--- config.mk ---
export PLATFORM = sky130hd
export DESIGN_NAME = alg_amba_vip_base_vldrdy_arb_flat
export DESIGN_NICKNAME = d
export VERILOG_FILES = /design/src/rtl/alg_amba_vip_base_vldrdy_arb_if.sv /design/src/rtl/alg_amba_vip_base_vldrdy_arb.sv /design/src/flat_wrapper.sv
export SDC_FILE = /design/constraint.sdc
export NUM_CORES = 1
export LEC_CHECK = 0
export BUFFER_PORTS_ARGS = -buffer_cell sky130_fd_sc_hd__buf_2
export CORE_MARGIN = 2
export CORE_UTILIZATION = 43
export CTS_CLUSTER_DIAMETER = 60
export DETAILED_ROUTE_END_ITERATION = 7
export GPL_TIMING_DRIVEN = 0
export PLACE_DENSITY = 0.87
export SLEW_MARGIN = 20
export SYNTH_ARGS = -nofsm -noshare
export SYNTH_HDL_FRONTEND = slang
export SYNTH_SLANG_ARGS = --single-unit
--- constraint.sdc ---
create_clock -name clk -period 3.04 [get_ports clk]
set_input_delay 0.304 -clock clk [delete_from_list [all_inputs] [get_ports clk]]
set_output_delay 0.304 -clock clk [all_outputs]
set_load 0.005 [all_outputs]
--- src/rtl/alg_amba_vip_base_vldrdy_arb_if.sv ---
// Valid/ready bundle shared by NUM_REQ requesters and the single output stream
// of the burst-locking round-robin arbiter.
interface alg_amba_vip_base_vldrdy_arb_if #(
  parameter int NUM_REQ    = 4,
  parameter int DATA_WIDTH = 32,
  parameter int IDX_W      = $clog2(NUM_REQ)
);
  logic [NUM_REQ-1:0]            req_en;
  logic [NUM_REQ-1:0]            in_valid;
  logic [NUM_REQ*DATA_WIDTH-1:0] in_data;
  logic [NUM_REQ-1:0]            in_last;
  logic [NUM_REQ-1:0]            in_ready;
  logic                          out_valid;
  logic [DATA_WIDTH-1:0]         out_data;
  logic                          out_last;
  logic [IDX_W-1:0]              out_src;
  logic                          out_ready;
  logic                          busy;
  logic [IDX_W-1:0]              owner;

  modport master (
    output req_en, in_valid, in_data, in_last, out_ready,
    input  in_ready, out_valid, out_data, out_last, out_src, busy, owner
  );

  modport slave (
    input  req_en, in_valid, in_data, in_last, out_ready,
    output in_ready, out_valid, out_data, out_last, out_src, busy, owner
  );
endinterface

--- src/rtl/alg_amba_vip_base_vldrdy_arb.sv ---
// Round-robin arbiter that locks the grant for a whole burst and feeds one
// registered valid/ready output slot from NUM_REQ requesters.
module alg_amba_vip_base_vldrdy_arb #(
  parameter int NUM_REQ    = 4,
  parameter int DATA_WIDTH = 32,
  parameter int MAX_BEATS  = 0
) (
  input  logic                           clk,
  input  logic                           rstn,
  alg_amba_vip_base_vldrdy_arb_if.slave  bus
);
  localparam int IDX_W = $clog2(NUM_REQ);
  localparam int SUM_W = IDX_W + 1;
  localparam int CNT_W = (MAX_BEATS > 0) ? $clog2(MAX_BEATS + 1) : 1;
  localparam logic [CNT_W-1:0] CNT_MAX = (MAX_BEATS > 0) ? CNT_W'(MAX_BEATS) : '1;

  typedef enum logic {IDLE, LOCKED} state_t;

  state_t                  state, state_nx;
  logic [IDX_W-1:0]        rr_ptr, rr_nx;
  logic [IDX_W-1:0]        owner_r, owner_nx;
  logic [CNT_W-1:0]        beat_cnt, cnt_nx, cnt_inc;

  logic [NUM_REQ-1:0]      cand;
  logic [NUM_REQ-1:0]      in_ready_c;
  logic [SUM_W-1:0]        sum;
  logic                    found, slot_free, grant, xfer, cap, rel;
  logic [IDX_W-1:0]        gnt_idx;
  logic                    sel_valid, sel_last;
  logic [DATA_WIDTH-1:0]   sel_data;

  logic                    vld_p1;
  logic [DATA_WIDTH-1:0]   data_p1;
  logic                    last_p1;
  logic [IDX_W-1:0]        src_p1;

  function automatic logic [IDX_W-1:0] next_idx(input logic [IDX_W-1:0] i);
    return (i == IDX_W'(NUM_REQ - 1)) ? '0 : i + IDX_W'(1);
  endfunction

  always_ff @(posedge clk or posedge rstn) begin
    if (rstn) begin
      state    <= IDLE;
      rr_ptr   <= '0;
      owner_r  <= '0;
      beat_cnt <= '0;
    end else begin
      state    <= state_nx;
      rr_ptr   <= rr_nx;
      owner_r  <= owner_nx;
      beat_cnt <= cnt_nx;
    end
  end

  always_comb begin
    cand       = bus.in_valid & bus.req_en;
    found      = 1'b0;
    gnt_idx    = rr_ptr;
    sum        = '0;
    in_ready_c = '0;
    sel_valid  = 1'b0;
    sel_last   = 1'b0;
    sel_data   = '0;
    state_nx   = state;
    rr_nx      = rr_ptr;
    owner_nx   = owner_r;
    cnt_nx     = beat_cnt;

    // The owner keeps the grant through bubbles; req_en only gates new arbitration.
    if (state == LOCKED) begin
      found   = 1'b1;
      gnt_idx = owner_r;
    end else begin
      for (int k = 0; k < NUM_REQ; k++) begin
        sum = {1'b0, rr_ptr} + SUM_W'(k);
        if (sum >= SUM_W'(NUM_REQ)) sum = sum - SUM_W'(NUM_REQ);
        if (!found && cand[sum[IDX_W-1:0]]) begin
          found   = 1'b1;
          gnt_idx = sum[IDX_W-1:0];
        end
      end
    end

    slot_free = !vld_p1 || bus.out_ready;
    grant     = found && slot_free && !rstn;

    for (int k = 0; k < NUM_REQ; k++) begin
      if (gnt_idx == IDX_W'(k)) begin
        in_ready_c[k] = grant;
        sel_valid     = bus.in_valid[k];
        sel_last      = bus.in_last[k];
        sel_data      = bus.in_data[k*DATA_WIDTH +: DATA_WIDTH];
      end
    end

    xfer    = grant && sel_valid;
    cnt_inc = (state == LOCKED) ? ((beat_cnt == CNT_MAX) ? beat_cnt : beat_cnt + CNT_W'(1))
                                : CNT_W'(1);
    cap     = (MAX_BEATS > 0) && (cnt_inc == CNT_MAX);
    rel     = sel_last || cap;

    if (xfer) begin
      owner_nx = gnt_idx;
      if (rel) begin
        state_nx = IDLE;
        rr_nx    = next_idx(gnt_idx);
        cnt_nx   = '0;
      end else begin
        state_nx = LOCKED;
        cnt_nx   = cnt_inc;
      end
    end
  end

  // Stage 1: registered output slot
  always_ff @(posedge clk or posedge rstn) begin
    if (rstn) begin
      vld_p1  <= 1'b0;
      data_p1 <= '0;
      last_p1 <= 1'b0;
      src_p1  <= '0;
    end else if (xfer) begin
      vld_p1  <= 1'b1;
      data_p1 <= sel_data;
      last_p1 <= rel;
      src_p1  <= gnt_idx;
    end else if (bus.out_ready) begin
      vld_p1  <= 1'b0;
    end
  end

  assign bus.in_ready  = in_ready_c;
  assign bus.out_valid = vld_p1;
  assign bus.out_data  = data_p1;
  assign bus.out_last  = last_p1;
  assign bus.out_src   = src_p1;
  assign bus.busy      = (state == LOCKED);
  assign bus.owner     = owner_r;
endmodule

--- src/flat_wrapper.sv ---
// flat-port wrapper written by rule: the top's interface ports become plain ports
module alg_amba_vip_base_vldrdy_arb_flat 
#(
  parameter int NUM_REQ    = 4,
  parameter int DATA_WIDTH = 32,
  parameter int MAX_BEATS  = 0
)
  (clk, rstn, bus_req_en, bus_in_valid, bus_in_data, bus_in_last, bus_out_ready, bus_in_ready, bus_out_valid, bus_out_data, bus_out_last, bus_out_src, bus_busy, bus_owner);
  alg_amba_vip_base_vldrdy_arb_if #(.NUM_REQ(NUM_REQ), .DATA_WIDTH(DATA_WIDTH)) bus_i ();
  input  logic clk;
  input  logic rstn;
  input wire logic [$bits(bus_i.req_en)-1:0] bus_req_en;
  input wire logic [$bits(bus_i.in_valid)-1:0] bus_in_valid;
  input wire logic [$bits(bus_i.in_data)-1:0] bus_in_data;
  input wire logic [$bits(bus_i.in_last)-1:0] bus_in_last;
  input wire logic [$bits(bus_i.out_ready)-1:0] bus_out_ready;
  output wire logic [$bits(bus_i.in_ready)-1:0] bus_in_ready;
  output wire logic [$bits(bus_i.out_valid)-1:0] bus_out_valid;
  output wire logic [$bits(bus_i.out_data)-1:0] bus_out_data;
  output wire logic [$bits(bus_i.out_last)-1:0] bus_out_last;
  output wire logic [$bits(bus_i.out_src)-1:0] bus_out_src;
  output wire logic [$bits(bus_i.busy)-1:0] bus_busy;
  output wire logic [$bits(bus_i.owner)-1:0] bus_owner;
  assign bus_i.req_en = bus_req_en;
  assign bus_i.in_valid = bus_in_valid;
  assign bus_i.in_data = bus_in_data;
  assign bus_i.in_last = bus_in_last;
  assign bus_i.out_ready = bus_out_ready;
  assign bus_in_ready = bus_i.in_ready;
  assign bus_out_valid = bus_i.out_valid;
  assign bus_out_data = bus_i.out_data;
  assign bus_out_last = bus_i.out_last;
  assign bus_out_src = bus_i.out_src;
  assign bus_busy = bus_i.busy;
  assign bus_owner = bus_i.owner;
  alg_amba_vip_base_vldrdy_arb #(.NUM_REQ(NUM_REQ), .DATA_WIDTH(DATA_WIDTH), .MAX_BEATS(MAX_BEATS)) u_core (.clk(clk), .rstn(rstn), .bus(bus_i));
endmodule
# ---- Yosys cells after proc, flatten, opt, wreduce, memory -nomap -nowiden
# Cells that the tools add are included.
dict set report totals {
  in_bits 143
  output_inout_bits 43
  regBits 39
}
dict set report classes {
  n_reduce_logical 15
  bitwise_logic 1
  mux 49
  order_cmp 8
  add_sub_neg 8
  n_eq_ne 3
}
# op n
set op_table {}
lappend op_table {{2-to-1 mux 32 bit} 4}
lappend op_table {{2-to-1 mux 2 bit} 14}
lappend op_table {{2-to-1 mux 1 bit} 27}
lappend op_table {{less-than comparator 2 x 3 -> 1 bit, second input constant} 4}
lappend op_table {{>= comparator 3 bit, second input constant} 3}
lappend op_table {{binary-select mux 1 bit (select 2 bit)} 4}
lappend op_table {{subtractor 2 x 1 -> 2 bit, second input constant} 4}
lappend op_table {{adder 2 x 2 -> 3 bit, second input constant} 2}
lappend op_table {{logical AND 1 bit} 6}
lappend op_table {{logical NOT 1 bit} 5}
lappend op_table {{bitwise AND 4 bit} 1}
lappend op_table {{equality test 2 bit, second input constant} 2}
lappend op_table {{adder 2 x 1 -> 3 bit, second input constant} 1}
lappend op_table {{>= comparator 2 x 3 -> 1 bit, second input constant} 1}
lappend op_table {{adder 2 x 1 -> 2 bit, second input constant} 1}
lappend op_table {{equality test 2 x 1 -> 1 bit, second input constant} 1}
lappend op_table {{logical NOT 2 bit} 1}
lappend op_table {{AND reduction 2 bit} 1}
lappend op_table {{nonzero test 2 bit} 1}
lappend op_table {{logical OR 1 bit} 1}

# ---- Longest topological paths before layout
# Gate-level depths: netlist of run 1.
dict set report logic_depth {
  ltp_word 26
  ltp_mapped 11
  mapped_depth_nobuf 9
}

# ---- Worst setup path after synthesis of run 1
# No wires, ideal clock.
dict set report synth_path {
  path_type {flip-flop to flip-flop}
  start {reg u_core.rr_ptr[1]}
  end {reg u_core.data_p1[10], in the netlist u_core.bus.out_data[10]}
  setup_time_ns 0.125
  required_time_ns 2.915
  slack_ns 0.283
  period_less_slack_ns 2.757
  arrival_time_ns 2.632
  n_path_buf 2
  stages_incl_launch_ff 12
  path_cell_list {dfrtp_1 nand3b_1 a21oi_1 a2111oi_0 or2_2 ha_1 buf_4 a211oi_1 a221oi_4 nand2_4 buf_8 mux2_4}
}
dict set report synth_between {
  elab_chain_len 25
  elab_cells_between_ends 61
}
# item line
set synth_lines {}
lappend synth_lines {{start: declaration} alg_amba_vip_base_vldrdy_arb.sv:20} ;# logic [IDX_W-1:0] rr_ptr, rr_nx;
lappend synth_lines {{start signal: assignment} alg_amba_vip_base_vldrdy_arb.sv:49} ;# rr_ptr <= rr_nx;
lappend synth_lines {{>= comparator 2 x 3 -> 1 bit / subtractor 2 x 1 -> 2 bit (equally long branches)} alg_amba_vip_base_vldrdy_arb.sv:76} ;# if (sum >= SUM_W'(NUM_REQ)) sum = sum - SUM_W'(NUM_REQ);
lappend synth_lines {{2-to-1 mux 2 bit} alg_amba_vip_base_vldrdy_arb.sv:76}
lappend synth_lines {{2-to-1 mux 2 bit} alg_amba_vip_base_vldrdy_arb.sv:70} ;# if (state == LOCKED) begin
lappend synth_lines {{binary-select mux 1 bit (select 2 bit)} alg_amba_vip_base_vldrdy_arb.sv:77} ;# if (!found && cand[sum[IDX_W-1:0]]) begin
lappend synth_lines {{2-to-1 mux 1 bit (implied by the code)} alg_amba_vip_base_vldrdy_arb.sv:77}
lappend synth_lines {{2-to-1 mux 1 bit} alg_amba_vip_base_vldrdy_arb.sv:77}
lappend synth_lines {{2-to-1 mux 1 bit} alg_amba_vip_base_vldrdy_arb.sv:70}
lappend synth_lines {{logical NOT 1 bit} alg_amba_vip_base_vldrdy_arb.sv:77}
lappend synth_lines {{[7 not listed]} n/a}
lappend synth_lines {{logical NOT 1 bit} alg_amba_vip_base_vldrdy_arb.sv:77}
lappend synth_lines {{logical AND 1 bit} alg_amba_vip_base_vldrdy_arb.sv:77}
lappend synth_lines {{2-to-1 mux 2 bit *} alg_amba_vip_base_vldrdy_arb.sv:77}
lappend synth_lines {{2-to-1 mux 2 bit *} alg_amba_vip_base_vldrdy_arb.sv:70}
lappend synth_lines {{named net u_core.gnt_idx[0]} alg_amba_vip_base_vldrdy_arb.sv:28} ;# logic [IDX_W-1:0] gnt_idx;
lappend synth_lines {{logical NOT 2 bit} alg_amba_vip_base_vldrdy_arb.sv:88} ;# if (gnt_idx == IDX_W'(k)) begin
lappend synth_lines {{2-to-1 mux 1 bit (4 in series)} alg_amba_vip_base_vldrdy_arb.sv:88}
lappend synth_lines {{logical AND 1 bit} alg_amba_vip_base_vldrdy_arb.sv:96} ;# xfer = grant && sel_valid;
lappend synth_lines {{end signal: assignment} alg_amba_vip_base_vldrdy_arb.sv:124} ;# data_p1 <= sel_data;
lappend synth_lines {{end: declaration} alg_amba_vip_base_vldrdy_arb.sv:33} ;# logic [DATA_WIDTH-1:0] data_p1;
# The timed path passes the listed nets; every way through them passes the cells marked *. The select of a mux whose other input is x is not followed.
# A chain may end at the register's enable or synchronous reset.

# ---- Final worst setup path of run 1
dict set report layout_path {
  start {reg u_core.rr_ptr[1]}
  end {out bus_in_ready[3]}
}
dict set report layout_between {
  elab_cells_between_ends 50
}
# item line
set layout_rtl {}
lappend layout_rtl {{>= comparator 2 x 3 -> 1 bit / subtractor 2 x 1 -> 2 bit (equally long branches)} alg_amba_vip_base_vldrdy_arb.sv:76}
lappend layout_rtl {{2-to-1 mux 2 bit} alg_amba_vip_base_vldrdy_arb.sv:76}
lappend layout_rtl {{2-to-1 mux 2 bit} alg_amba_vip_base_vldrdy_arb.sv:70}
lappend layout_rtl {{binary-select mux 1 bit (select 2 bit)} alg_amba_vip_base_vldrdy_arb.sv:77}
lappend layout_rtl {{2-to-1 mux 1 bit (implied by the code)} alg_amba_vip_base_vldrdy_arb.sv:77}
lappend layout_rtl {{2-to-1 mux 1 bit} alg_amba_vip_base_vldrdy_arb.sv:77}
lappend layout_rtl {{2-to-1 mux 1 bit} alg_amba_vip_base_vldrdy_arb.sv:70}
lappend layout_rtl {{logical NOT 1 bit} alg_amba_vip_base_vldrdy_arb.sv:77}
lappend layout_rtl {{[6 not listed]} n/a}
lappend layout_rtl {{2-to-1 mux 1 bit} alg_amba_vip_base_vldrdy_arb.sv:70}
lappend layout_rtl {{logical NOT 1 bit} alg_amba_vip_base_vldrdy_arb.sv:77}
lappend layout_rtl {{logical AND 1 bit} alg_amba_vip_base_vldrdy_arb.sv:77}
lappend layout_rtl {{2-to-1 mux 2 bit *} alg_amba_vip_base_vldrdy_arb.sv:77}
lappend layout_rtl {{2-to-1 mux 2 bit *} alg_amba_vip_base_vldrdy_arb.sv:70}
lappend layout_rtl {{named net u_core.gnt_idx[1]} alg_amba_vip_base_vldrdy_arb.sv:28}
lappend layout_rtl {{equality test 2 bit *} alg_amba_vip_base_vldrdy_arb.sv:88}
lappend layout_rtl {{2-to-1 mux 1 bit *} alg_amba_vip_base_vldrdy_arb.sv:88}
lappend layout_rtl {{end: declaration} flat_wrapper.sv:17} ;# output wire logic [$bits(bus_i.in_ready)-1:0] bus_in_ready;
# Marks and branches as above.

==> results.rst, run 1 <==
.. list-table::
   :header-rows: 1

   * - Metric
     - Value
   * - Category of the critical setup timing path
     - register to output port
   * - Crit path launch
     - u_core.rr_ptr[1]
   * - Hold buffer count at CTS
     - 0
   * - Number of detailed-route iterations in the first pass
     - 4
   * - Adder-cell share of the synthesized area
     - 1.72%
   * - Count of buffers inserted at the top-level ports
     - 185
   * - Pin count of the biggest net entering global routing
     - 24
   * - Vias after detailed routing
     - 3109
   * - Main combinational cell family by area after synthesis
     - compound AO/OA/AOI/OAI gates
   * - Fraction of the mapped netlist area in simple logic gates
     - roughly 16%
   * - Share of total power in the clock network
     - 7.3%
   * - Largest area contributor in the synthesized netlist
     - dfrtp_1
   * - Initial Utilization
     - 43.6%
   * - Max-Cap Viols
     - 0
   * - Worst reg2reg setup slack
     - about 0.16 ns
   * - TritonCTS clock tree
     - done
   * - Final net count
     - ~630
   * - Total setup violations reported at the end of the flow
     - 0
   * - Ratio of total power to cell area
     - 1110 mW/mm²
   * - Syn Area/Cell
     - 10.1 µm²
   * - Data arrival time of the critical path
     - between 2 and 3 ns
   * - Top post-synthesis cells by area
     - dfrtp_1, mux2_4, a221oi_1
   * - Dominant register cell in the synthesized netlist
     - dfrtp_1
   * - Kind of start point of the critical path
     - register
   * - Routed wire length
     - slightly below 10000 µm
   * - Fraction of synthesis flops using an asynchronous set or reset pin
     - 100%
   * - TritonCTS buffer count
     - 5
   * - Placer's final routability congestion estimate
     - 0.788
   * - Vert. Die Dim
     - around 86 µm
   * - Xor and xnor area share after synthesis
     - 0%
   * - Clock tree buffer depth
     - 2
   * - Count of state elements after synthesis
     - 39
   * - Number of hold violations in the final report
     - 0
   * - Reg2reg end
     - u_core.bus.out_data[9]
   * - Tot GR Track Use
     - 25.3%
   * - Wire length of the first global-routing pass
     - 15000 µm
   * - Hpwl dp
     - 7280 µm
   * - Width of the chip
     - around 86 µm
   * - Share of synthesized area occupied by flip-flops and latches
     - 33.5%
   * - Number of primary I/O pins
     - 186
   * - Actual transition at the worst max-transition pin
     - 0.471 ns
   * - Timing-limited maximum frequency
     - roughly 340 MHz
   * - Post-Syn Instances
     - 288
   * - Switching Share
     - a little over two fifths
   * - Netlist area before placement
     - 0.00291 mm²
   * - Post-synth EDFFs
     - 0
   * - Share of cell area taken by muxes after synthesis
     - 17.7%
   * - Reported net switching power
     - between 1500 and 2000 µW
   * - Fraction of final layout cells sized beyond drive strength 1
     - 54.1%
   * - Number of sinks on the clock net
     - 39
   * - ANT cells
     - 0
   * - Leakage power of the design
     - 0.00209 µW
   * - Antenna violations before repair
     - 0
   * - Total Die Area
     - 0.00745 mm²
   * - Core region area
     - 0.00668 mm²
   * - Cell variety after synth
     - 42
   * - # rows
     - 30
   * - Syn-to-layout area delta
     - 40.5%
   * - DRC violations left
     - 0
   * - Detailed router's first-iteration violation count
     - ~130
   * - Length in cells of the worst reg-to-reg path
     - 11
   * - Slew headroom
     - just under 70%
   * - Destination of the critical timing path
     - bus_in_ready[3]
   * - Setup bufs post-CTS
     - 0
   * - Reg2Reg Launch Point
     - u_core.rr_ptr[1]
   * - Count of warnings emitted by yosys
     - 0
   * - Worst min path class
     - input port to asynchronous set/reset pin
   * - Top-area cell type share of the netlist area
     - about 33%
   * - CTS clk-pin slew, worst paths
     - 0.08 ns
   * - Clock skew
     - between 0.005 and 0.006 ns
   * - Number of routed nets with antenna violations
     - 0
   * - Status
     - complete, no violations
   * - Fin. max-slew vios
     - 0
   * - Endpoint required time on the critical path
     - 2.74 ns
   * - Fin worst setup slack
     - 0.111 ns
   * - Worst IR drop on VDD
     - 0.525 mV
   * - Part of the power in combinational logic
     - 71.8%
   * - Synthesized net count
     - between 400 and 500
   * - Skew-Pair Late Insertion Delay
     - 0.28 ns
   * - Minimum clock period after layout
     - 2.93 ns
   * - CTS H-Tree Depth
     - 2
   * - Synthesized-area fraction occupied by ao, oa, aoi and oai cells
     - 25.0%
   * - Pre-CTS WS
     - -0.346 ns
   * - Detail-routed net length per standard cell
     - 17.2 µm
   * - Setup repair after global routing missed its margin
     - true
   * - Congestion Overflow GR
     - 0
   * - Relative contribution of sequential cells to total power
     - 20.9%
   * - Average via count per standard cell
     - 5.53
   * - Final Cycle Share
     - between 90% and 100%
   * - Post-layout power
     - 4560 µW
   * - Root buffer selected by CTS
     - clkbuf_8
   * - Kind of end point of the critical path
     - output port
   * - Internal
     - 2630 µW
   * - Number of global-route vias before repair
     - 3131
   * - Critical path fanouts, max
     - 10
-- cells by family (layout without fill, tap and decap cells) --
| logic type | count (synthesis) | after routing |
|---|---|---|
| simple gates | 87 | 87 |
| mux | 37 | 37 |
| compound gates | 88 | 88 |
| fa+ha+maj | 4 | 4 |
| flops | 39 | 39 |
| buf+inv | 33 | 227 |
-- critical path, stage by stage, from the launching register on --
cell      delay, ns
dfrtp_2        0.46
a221o_1        0.28
o31ai_1        0.07
o21ai_1        0.15
mux2_2         0.32
ha_1           0.19
buf_4          0.17
clkbuf_2       0.20
clkbuf_4       0.23
and2_1         0.15
buf_2          0.12
-- registers in the layout, indices dropped and copies added, names as in the netlist --
| name | cells |
|---|---|
| u_core.bus.out_last | 1 |
| u_core.bus.out_src | 2 |
| u_core.bus.out_valid | 1 |
| u_core.bus.out_data | 32 |
| u_core.bus.busy | 1 |
| u_core.rr_ptr | 2 |
-- power by group through the flow --
stage	combinational (µW)	sequential, µW	clock, µW
2_1_floorplan	2260	953	0
3_3_place_gp	3090	936	0
3_5_place_dp	3210	950	0
4_1_cts	3250	946	345
5_1_grt	3590	988	368
6_report	3280	953	334
-- metrics by stage --
stage | setup TNS, ns | instance area [µm²] | hold WS, ns | cells | util [%]
final | 0 | 4100 | 0.0285 | 562 | 61.3
after floorplan | 0 | 2910 | 0.488 | 288 | -
after global placement | -4.30 | 3940 | 0.469 | 553 | 59.0
after global routing | -0.0185 | 4100 | 0.0591 | 562 | 61.3
after detailed placement | -8.61 | 3970 | 0.349 | 554 | 59.4
after CTS | 0 | 4070 | 0.0378 | 562 | 60.8
-- layout make-up --
class                   count  area [µm²]
clock inverters             1        5.00
fillers                   582        2590
repair buffers            186         953
inverters                   6        22.5
plain buffers              27         166
well taps                  80         100
multi-input cells         216        1790
flip-flops and latches     39         977
clock buffers               7        76.3
-- worst min-delay path by stage --
stage                             start                       to  depth (start not counted)
CTS                                rstn  u_core.bus.out_data[29]                          2
floorplan           u_core.bus.out_last      u_core.bus.out_last                          1
global route                       rstn  u_core.bus.out_data[29]                          2
finish                             rstn  u_core.bus.out_data[29]                          2
detailed placement                 rstn  u_core.bus.out_data[29]                          2
global placement    u_core.bus.out_last      u_core.bus.out_last                          1
-- cell usage after synthesis (2+ instances only) --
library cell	instances
ha_1	4
inv_1	6
mux2_2	7
nand3b_1	3
a21oi_1	3
nor2b_1	33
a221oi_1	31
mux2_4	27
nor3b_1	2
dfrtp_1	39
o21ai_0	3
clkbuf_1	14
buf_4	3
mux2_1	2
buf_1	2
nand2_1	35
o31ai_1	33
a211oi_1	4
and2_1	7
a22o_1	3
buf_2	5
buf_8	2
-- what timing repair did --
item / in CTS / in global routing
pin swaps: 0 / 1
endpoints found under the setup margin: 36 / 36
resized for setup: 8 / 17
-- cells in the final DEF (no fill, tap or decap), drive strengths merged, types with 4 or more instances in the layout --
cell type | synthesis | final
dfrtp | 39 | 39
nor2b | 33 | 33
ha | 4 | 4
and2 | 7 | 7
nand2 | 36 | 36
a211oi | 4 | 4
buf | 13 | 198
inv | 6 | 6
clkbuf | 14 | 22
mux2 | 36 | 36
a221oi | 32 | 32
o31ai | 33 | 33
-- metal layers --
layer	wire, µm	vias up	global-route usage, %
li1	-	1475	-
met1	3890	1500	31.1
met2	5130	124	46.4
met3	504	10	2.67
met4	125	0	7.67
met5	0	-	0
Power figures use the tool's default switching activity.
==> run 2: changes to the inputs <==
--- a/config.mk
+++ b/config.mk
@@ -5,13 +5,14 @@
 export SDC_FILE = /design/constraint.sdc
 export NUM_CORES = 1
 export LEC_CHECK = 0
+export ABC_AREA = 1
 export BUFFER_PORTS_ARGS = -buffer_cell sky130_fd_sc_hd__buf_2
 export CORE_MARGIN = 2
-export CORE_UTILIZATION = 43
+export CORE_UTILIZATION = 35
 export CTS_CLUSTER_DIAMETER = 60
 export DETAILED_ROUTE_END_ITERATION = 7
 export GPL_TIMING_DRIVEN = 0
-export PLACE_DENSITY = 0.87
+export PLACE_DENSITY = 0.74
 export SLEW_MARGIN = 20
 export SYNTH_ARGS = -nofsm -noshare
 export SYNTH_HDL_FRONTEND = slang
==> results.rst, run 2 <==
.. list-table::
   :header-rows: 1

   * - Metric
     - Value
   * - Worst IR drop on VDD
     - 0.413 mV (-21%)
   * - Commonest non-fill, non-tap cells in the layout
     - buf_2, nand2_1, dfrtp_1
   * - Worst min path class
     - input port to asynchronous set/reset pin
   * - Largest area contributor in the synthesized netlist
     - dfrtp_1
   * - Leakage power of the design
     - 0.00268 µW (+28%)
   * - Actual transition at the worst max-transition pin
     - 0.574 ns (+0.102 ns)
   * - Status
     - complete, but fails checks
   * - Dominant register cell in the synthesized netlist
     - dfrtp_1
   * - Fraction of synthesis flops using an asynchronous set or reset pin
     - 100% (unchanged)
   * - Root buffer selected by CTS
     - clkbuf_8
   * - Met3 layer wire length in the routed design
     - 939 µm (+86%)
   * - Final Cycle Share
     - 103% (+6.5 points)
   * - # rows
     - 33 (+10%)
   * - Detailed router's first-iteration violation count
     - 113 (-14%)
   * - Syn-to-layout area delta
     - 63.2%
   * - Tot GR Track Use
     - 23.9% (-1.4 points)
   * - Setup repair after global routing missed its margin
     - true
   * - Total Die Area
     - 0.00904 mm² (+21%)
   * - CTS H-Tree Depth
     - 2 (unchanged)
   * - Met2 Wirelength
     - 5640 µm (+9.9%)
   * - Number of global-route vias before repair
     - 3516 (+12%)
   * - Minimum clock period after layout
     - 3.13 ns (+0.199 ns)
   * - Hpwl dp
     - 8080 µm (+11%)
   * - Post-Syn Instances
     - 448 (+56%)
   * - Violations in the final reports
     - negative setup slack
   * - Number of standard cells in the layout, taps in and fillers out
     - 775 (+38%)
   * - Leading cell type in the layout, fill and taps excluded
     - buf_2
   * - Vias after detailed routing
     - 3965 (+28%)
   * - Endpoint required time on the critical path
     - 3.21 ns (+0.47 ns)
   * - Core region area
     - 0.00813 mm² (+22%)
   * - Top post-synthesis cells by area
     - dfrtp_1, nand2_1, o211ai_1
   * - Timing-limited maximum frequency
     - 320 MHz (-6.3%)
   * - Clock skew
     - 0.00509 ns (-0.000707 ns)
   * - Fin. max-slew vios
     - 0 (unchanged)
   * - Top-area cell type share of the netlist area
     - 33.6% (+0.12 points)
   * - Post-synth EDFFs
     - 0 (unchanged)
   * - Detail-routed net length per standard cell
     - 15.0 µm (-13%)
   * - TritonCTS clock tree
     - done
   * - Uppermost routed layer
     - met4
   * - Number of sinks on the clock net
     - 39 (unchanged)
   * - Wire length of the first global-routing pass
     - 16600 µm (+11%)
   * - Max-Cap Viols
     - 0 (unchanged)
   * - Number of routed nets with antenna violations
     - 0 (unchanged)
   * - Routed wire length
     - 11600 µm (+20%)
   * - Total setup violations reported at the end of the flow
     - 26 (+26)
   * - Placer's final routability congestion estimate
     - 0.860 (+9.2%)
   * - Cell variety after synth
     - 26 (-38%)
   * - Largest register FFs
     - 32 (unchanged)
   * - Routed metal-1 wirelength
     - 4720 µm (+21%)
   * - Fin worst setup slack
     - -0.0877 ns (-0.199 ns)
   * - Kind of start point of the critical path
     - register
   * - Data arrival time of the critical path
     - 3.30 ns (+0.67 ns)
   * - Count of buffers inserted at the top-level ports
     - 185 (unchanged)
   * - Kind of end point of the critical path
     - register
   * - Pin count of the biggest net entering global routing
     - 22 (-8.3%)
   * - Vert. Die Dim
     - 95.1 µm (+10%)
   * - Slew headroom
     - 61.7% (-6.8 points)
   * - Average via count per standard cell
     - 5.12 (-7.5%)
   * - Synthesized net count
     - 595 (+37%)
   * - Initial Utilization
     - 35.7% (-7.9 points)
   * - Number of detailed-route iterations in the first pass
     - 7 (+3)
   * - TritonCTS buffer count
     - 5 (unchanged)
   * - Critical path fanouts, max
     - 5 (-5)
   * - Skew-Pair Late Insertion Delay
     - 0.29 ns (about the same)
   * - Post-layout power
     - 5810 µW (+27%)
   * - Number of placed cells counting well taps
     - 739 (+33%)
   * - Clock tree buffer depth
     - 2 (unchanged)
   * - Count of state elements after synthesis
     - 39 (unchanged)
   * - ANT cells
     - 0 (unchanged)
   * - DRC violations left
     - 0 (unchanged)
   * - Most common cell in the synthesized netlist
     - nand2_1
   * - CTS clk-pin slew, worst paths
     - 0.08 ns (about the same)
   * - Hold buffer count at CTS
     - 0 (unchanged)
   * - Count of warnings emitted by yosys
     - 0 (unchanged)
   * - Width of the chip
     - 95.1 µm (+10%)
   * - Congestion Overflow GR
     - 0 (unchanged)
   * - Netlist area before placement
     - 0.00290 mm² (-0.34%)
   * - Fraction of final layout cells sized beyond drive strength 1
     - 47.2% (-7.0 points)
   * - Antenna violations before repair
     - 0 (unchanged)
   * - Top cell types by occurrence after synthesis
     - nand2_1, dfrtp_1, a21oi_1
   * - Number of primary I/O pins
     - 186 (unchanged)
   * - Syn Area/Cell
     - 6.48 µm² (-36%)
   * - Share of synthesized area occupied by flip-flops and latches
     - 33.6% (+0.12 points)
   * - Category of the critical setup timing path
     - register to register
   * - Number of hold violations in the final report
     - 0 (unchanged)
   * - Ratio of total power to cell area
     - 1230 mW/mm² (+10%)
   * - Final net count
     - 816 (+30%)
[run 2: repair_timing]
item,CTS,global route
resized for setup,33,92
endpoints found under the setup margin,41,41
cloned,2,2
buffers inserted,15,11
pin swaps,7,23
[run 2: final timing paths]
check                                       start                      to  slack, ns  cells after the start
max in group asynchronous                    rstn        u_core.rr_ptr[1]       2.54                      3
hold reg to reg            u_core.bus.out_data[6]  u_core.bus.out_data[6]       0.48                      2
hold / removal                               rstn    u_core.bus.out_valid       0.04                      2
setup reg to reg                 u_core.rr_ptr[0]  u_core.bus.out_data[9]      -0.09                     21
min in group clk                    bus_out_ready    u_core.bus.out_valid       0.21                      2
setup / recovery                 u_core.rr_ptr[0]  u_core.bus.out_data[9]      -0.09                     21
[run 2: cells by family after synthesis]
group	count (synthesis)	share of synthesized area [%]
AO/OA/AOI/OAI	104	20.9
adder cells (fa/ha/maj)	4	1.72
buffers and inverters	45	7.63
flip-flops	39	33.6
multiplexers	1	0.474
AND/OR/NAND/NOR	255	35.7
[run 2: critical path, stage by stage (launching register included)]
cell and delay (ns):
dfrtp_2 0.47, clkinvlp_4 0.16, nand3_2 0.11, nand3_1 0.08, and2_4 0.19, nor2_4 0.16, nand2_2 0.09, nand2_1 0.08
nand2_1 0.07, nand2_2 0.09, nand2_4 0.08, inv_4 0.09, ha_4 0.18, buf_6 0.11, a21oi_4 0.05, a21oi_4 0.16
mux2i_4 0.11, nand3b_1 0.26, buf_6 0.20, buf_8 0.13, nand2_2 0.07, nand2_2 0.06
[run 2: per-layer routing]
| layer | track usage (%) | vias up |
|---|---|---|
| met2 | 40.5 | 215 |
| met5 | 0 | - |
| met1 | 30.8 | 1807 |
| met3 | 4.19 | 26 |
| li1 | - | 1917 |
| met4 | 7.85 | 0 |
[run 2: per-stage QoR]
| step | setup TNS, ns | setup WS (ns) | hold slack, ns | util, % | cell area [µm²] |
|---|---|---|---|---|---|
| 2_1_floorplan | 0 | 0.148 | 0.385 | - | 2900 |
| 6_report | -1.28 | -0.0877 | 0.0373 | 58.3 | 4740 |
| 5_1_grt | -6.78 | -0.215 | 0.0783 | 58.3 | 4740 |
| 4_1_cts | -0.503 | -0.0339 | 0.0411 | 53.2 | 4330 |
| 3_3_place_gp | -8.46 | -0.254 | 0.459 | 48.7 | 3960 |
| 3_5_place_dp | -11.11 | -0.318 | 0.360 | 49.0 | 3990 |
[run 2: power breakdown]
part | leakage (µW) | internal (µW) | switching [µW] | total (µW)
combinational | 0.00214 | 1890 | 2570 | 4460
clock | 0.0000505 | 206 | 187 | 394
sequential | 0.000489 | 767 | 185 | 952
[run 2: layout make-up]
type	count	area, µm²
clock inverters	1	7.51
well taps	105	131
clock buffers	7	96.3
plain buffers	29	216
repair buffers	215	1220
fillers	734	3400
multi-input cells	364	2000
inverters	14	75.1
flip-flops and latches	39	978
repair inverters	1	7.51
